$ cat config.mk
export PLATFORM = sky130hd
export DESIGN_NAME = sync_bank
export DESIGN_NICKNAME = d
export VERILOG_FILES = /design/src/rtl/sync_pkg.sv /design/src/rtl/sync_chan.sv /design/src/rtl/sync_bank.sv
export SDC_FILE = /design/constraint.sdc
export NUM_CORES = 1
export LEC_CHECK = 0
export ABC_AREA = 1
export BUFFER_PORTS_ARGS = -buffer_cell sky130_fd_sc_hd__buf_2
export CAP_MARGIN = 0
export CORE_AREA = 2 2 39 41
export CTS_CLUSTER_SIZE = 25
export DETAILED_ROUTE_END_ITERATION = 8
export DIE_AREA = 0 0 41 43
export PLACE_DENSITY_LB_ADDON = 0.12
export SLEW_MARGIN = 20
export SYNTH_ARGS = -nofsm -noshare
export SYNTH_HDL_FRONTEND = slang
export SYNTH_SLANG_ARGS = --single-unit
$ cat constraint.sdc
create_clock -name clk -period 1.2 [get_ports clk]
set_input_delay 0.24 -clock clk [delete_from_list [all_inputs] [get_ports clk]]
set_output_delay 0.24 -clock clk [all_outputs]
set_load 0.005 [all_outputs]
$ cat src/rtl/sync_pkg.sv
// Shared constants and helpers for the synchronizer bank.
package sync_pkg;

    localparam int SYNC_MIN_STAGES = 2;

    // Ceiling log2; returns 0 for n <= 1.
    function automatic int clog2(input int n);
        int r;
        r = 0;
        while ((1 << r) < n) r++;
        return r;
    endfunction

endpackage

$ cat src/rtl/sync_chan.sv
// One channel: STAGES-deep synchronizer, optional stability filter, registered rise/fall pulses.
// Latency STAGES+1 edges unfiltered, STAGES+FILTER edges filtered; no backpressure.
module sync_chan
    import sync_pkg::*;
#(
    parameter int   STAGES  = 2,
    parameter int   FILTER  = 0,
    parameter logic RST_VAL = 1'b0
) (
    input  logic clk,
    input  logic rst_n,
    input  logic d_in,
    output logic d_out,
    output logic rise,
    output logic fall
);

    if (STAGES < SYNC_MIN_STAGES) begin : g_bad_stages
        $error("sync_chan: STAGES must be at least %0d", SYNC_MIN_STAGES);
    end

    // First stage samples an asynchronous input; keep the chain packed together.
    (* async_reg = "true" *) logic [STAGES-1:0] chain_q;
    logic sync_end;
    logic d_out_q, d_out_d;
    logic rise_q, fall_q;

    always_ff @(posedge clk or negedge rst_n) begin
        if (!rst_n) begin
            chain_q <= {STAGES{RST_VAL}};
        end else begin
            chain_q <= {chain_q[STAGES-2:0], d_in};
        end
    end

    assign sync_end = chain_q[STAGES-1];

    if (FILTER == 0) begin : g_nofilt
        assign d_out_d = sync_end;
    end else begin : g_filt
        localparam int CW = clog2(FILTER + 1);
        logic [CW-1:0] cnt_q, cnt_d;

        // Count consecutive mismatch cycles; the FILTER-th one commits the new level.
        always_comb begin
            cnt_d   = '0;
            d_out_d = d_out_q;
            if (sync_end != d_out_q) begin
                if (cnt_q == CW'(FILTER - 1)) begin
                    d_out_d = sync_end;
                end else begin
                    cnt_d = cnt_q + CW'(1);
                end
            end
        end

        always_ff @(posedge clk or negedge rst_n) begin
            if (!rst_n) begin
                cnt_q <= '0;
            end else begin
                cnt_q <= cnt_d;
            end
        end
    end

    // Pulses derive from the next level so they line up with the d_out change.
    always_ff @(posedge clk or negedge rst_n) begin
        if (!rst_n) begin
            d_out_q <= RST_VAL;
            rise_q  <= 1'b0;
            fall_q  <= 1'b0;
        end else begin
            d_out_q <= d_out_d;
            rise_q  <= d_out_d & ~d_out_q;
            fall_q  <= ~d_out_d & d_out_q;
        end
    end

    assign d_out = d_out_q;
    assign rise  = rise_q;
    assign fall  = fall_q;

endmodule

$ cat src/rtl/sync_bank.sv
// Bank of CHANNELS independent single-bit synchronizers with optional glitch filter and edge pulses.
// Latency STAGES+1 edges (FILTER=0) or STAGES+FILTER edges; no backpressure, inputs sampled every cycle.
module sync_bank
    import sync_pkg::*;
#(
    parameter int                  CHANNELS = 4,
    parameter int                  STAGES   = 2,
    parameter int                  FILTER   = 0,
    parameter logic [CHANNELS-1:0] RST_VAL  = '0
) (
    input  logic                clk,
    input  logic                rst_n,
    input  logic [CHANNELS-1:0] d_in,
    output logic [CHANNELS-1:0] d_out,
    output logic [CHANNELS-1:0] rise,
    output logic [CHANNELS-1:0] fall
);

    for (genvar i = 0; i < CHANNELS; i++) begin : g_chan
        sync_chan #(
            .STAGES  (STAGES),
            .FILTER  (FILTER),
            .RST_VAL (RST_VAL[i])
        ) u_chan (
            .clk   (clk),
            .rst_n (rst_n),
            .d_in  (d_in[i]),
            .d_out (d_out[i]),
            .rise  (rise[i]),
            .fall  (fall[i])
        );
    end

endmodule

==> impl_metrics.toml <==
[sta]
whs_ns = 0.0470
tns_ns = 0
timing.slew.headroom_pct = 72.2
tightestPinTransition_ns = 0.417
period_share_pct = 88.4
finalHoldViolations = 0
fmax_ghz = 0.942
skew_ns = 0.00846
slew_viol_final = 0
rsz0062_at_grt = "no"
period_minus_slack_ns = 1.06
setup_violations = 0

[floorplan]
dieWidth_um = 41
start_util_pct = 47.0
core_um2 = 1380
dieArea_um2 = 1760
core.rowCount = 14
num_io_pins = 18
die_h_um = 43

[critical_path]
crit_required_ns = 0.96
slowest_stage = "dfrtp_1"
reg2reg_slack_ns = 0.60
endpoint_kind = "primary output"
cp_max_fo = 3
critPathTopFamily = "flip-flops"
crit_type = "reg -> out"
r2r-end = "g_chan[3].u_chan.rise"
path_cells = "buf_2"
r2r_start = "g_chan[3].u_chan.chain_q[1]"
path_depth = 1
crit_buf_inv = 1
critPathMaxStageDelay_ns = 0.40
r2r_cells = 2
cp-start-kind = "register"
crit_arrival_ns = 0.82

[synth]
synthMuxAreaShare_pct = 0
yosys-top-cells-area = "dfrtp_1 (77%), buf_4 (14%), inv_1 (4.6%), nor2_1 (4.6%)"
synth_top_cell_by_area = "dfrtp_1"
synth_compound_area_share_pct = 0
synth_fa_ha_area_share_pct = 0
synth.distinct_cells = 4
postSynthAreaPerCell_um2 = 13.6
syn_area_um2 = 651
yosysWarnings = 0
synth.yosys.seq_area_share_pct = 76.9
synth_xor_xnor_area_share_pct = 0
synth_top_family_by_area = "buffers and inverters"
synth-seq-cells = 20
synth_top_area_share_pct = 76.9
synth_cells = 48
syn-num-nets = 54
yosys.area_share.simple_pct = 4.62

[pwr]
max-vdd-ir-drop_mv = 0.904
power_density_nw_per_um2 = 1600
leakagePower_nw = 0.400
power_mw = 1.14

[clock_tree]
clock_sinks = 20
cts_buffers = 3
cts_tree = "yes"
cts_max_path_buffers = 2
path_clk_slew_ns = 0.11
clk_root_buffer_cell = "clkbuf_4"
htree_levels = 1
cts_resized = 0
insertion_delay_ns = 0.29

[finish]
final_area_um2 = 712
diodes = 0
stdcell_count = 74
area_growth_syn_to_layout_pct = 9.42
nets = 65
fillers = 121
drive_gt1_share_pct = 36.2

[detailed_routing]
drt-total-wl_um = 702
drtAntennaViolNets = 0
dr.first_iter.drc_count = 5
wl_met2_um = 358
routed.top_layer = "met3"
met1Wirelength_um = 257
wire_per_inst_um = 9.49
drtPass1Iterations = 2
route.met3.wl_um = 85
drt-vias-per-instance = 4.12
vias = 305
drc = 0

[placement]
routabilityCongestion = 0.568
placed_area_um2 = 666
placedCellCount = 69
dp_hpwl_um = 536
port_buffers = 17

[grt]
antenna_found_initial = 0
grt_max_degree = 21
grt_overflow_total = 0
grt_pass1_vias = 287
grt_pass1_wl_um = 1060
grt_use_total_pct = 9.58

[min_path]
hp-class = "in -> reg"
min_from = "d_in[0]"
hold_path_depth = 1
hold_end = "g_chan[0].u_chan.chain_q[0]"

[outcome]
outcome = "completed"

[job]
drv_cap = 0
## how the worst max path moves through the flow
stage                          end                   start
final                     d_out[0]  g_chan[0].u_chan.d_out
after global routing      d_out[1]  g_chan[1].u_chan.d_out
after global placement    d_out[3]  g_chan[3].u_chan.d_out
after detailed placement  d_out[1]  g_chan[1].u_chan.d_out
after CTS                 d_out[1]  g_chan[1].u_chan.d_out
after floorplan           d_out[0]  g_chan[0].u_chan.d_out
## cell usage in the layout, fill, tap and decap left out
| cell type | count |
|---|---|
| buf_2 | 17 |
| dfrtp_1 | 20 |
| nor2_1 | 8 |
| dlygate4sd3_1 | 1 |
| inv_1 | 8 |
| clkbuf_8 | 1 |
| clkbuf_4 | 3 |
## report_power, final
part / switching (mW) / leakage [nW] / internal, mW
combinational: 0.0299 / 0.136 / 0.0259
sequential: 0.0141 / 0.243 / 0.707
clock: 0.181 / 0.0210 / 0.185
## timing repair
| item | CTS | global route |
|---|---|---|
| buffers inserted | 0 | 0 |
| hold buffers | 1 | 0 |
| hold endpoints to repair | 20 | 0 |
## layout make-up
cell class / count / area, µm² / share of cell area (%)
Clock buffer: 4 / 36.3 / 5.10
Inverter: 8 / 30.0 / 4.22
Tap cell: 16 / 20.0 / 2.81
Sequential cell: 20 / 500 / 70.3
Multi-Input combinational cell: 8 / 30.0 / 4.22
Timing Repair Buffer: 18 / 95.1 / 13.4
## flip-flops by register name, indices dropped and copies added, names as in the netlist
signal and count:
g_chan.u_chan.chain_q 8, g_chan.u_chan.d_out 4, g_chan.u_chan.rise 4, g_chan.u_chan.fall 4
## metal layers
metal,GRT usage (%),vias to the layer above
met5,0,-
met4,8.00,0
met3,3.14,0
met2,15.6,15
met1,8.73,143
li1,-,147
## worst register-to-register path, stage by stage (launching register included)
cell	delay, ns
dfrtp_1	0.41
inv_1	0.06
nor2_1	0.03
## metrics by stage
step	setup slack (ns)	util (%)
global route	0.0776	51.4
CTS	0.130	51.4
detailed placement	0.457	48.1
global placement	0.468	48.1
floorplan	0.466	-
finish	0.139	51.4
## cell families (layout without fill, tap and decap cells)
| group | after synthesis | after routing |
|---|---|---|
| and+or+nand+nor | 8 | 8 |
| DFF | 20 | 20 |
| buffers and inverters | 20 | 30 |
## cell usage after synthesis
| cell type | count |
|---|---|
| dfrtp_1 | 20 |
| buf_4 | 12 |
| nor2_1 | 8 |
| inv_1 | 8 |
Note: power is estimated with default switching activity, not from simulation.
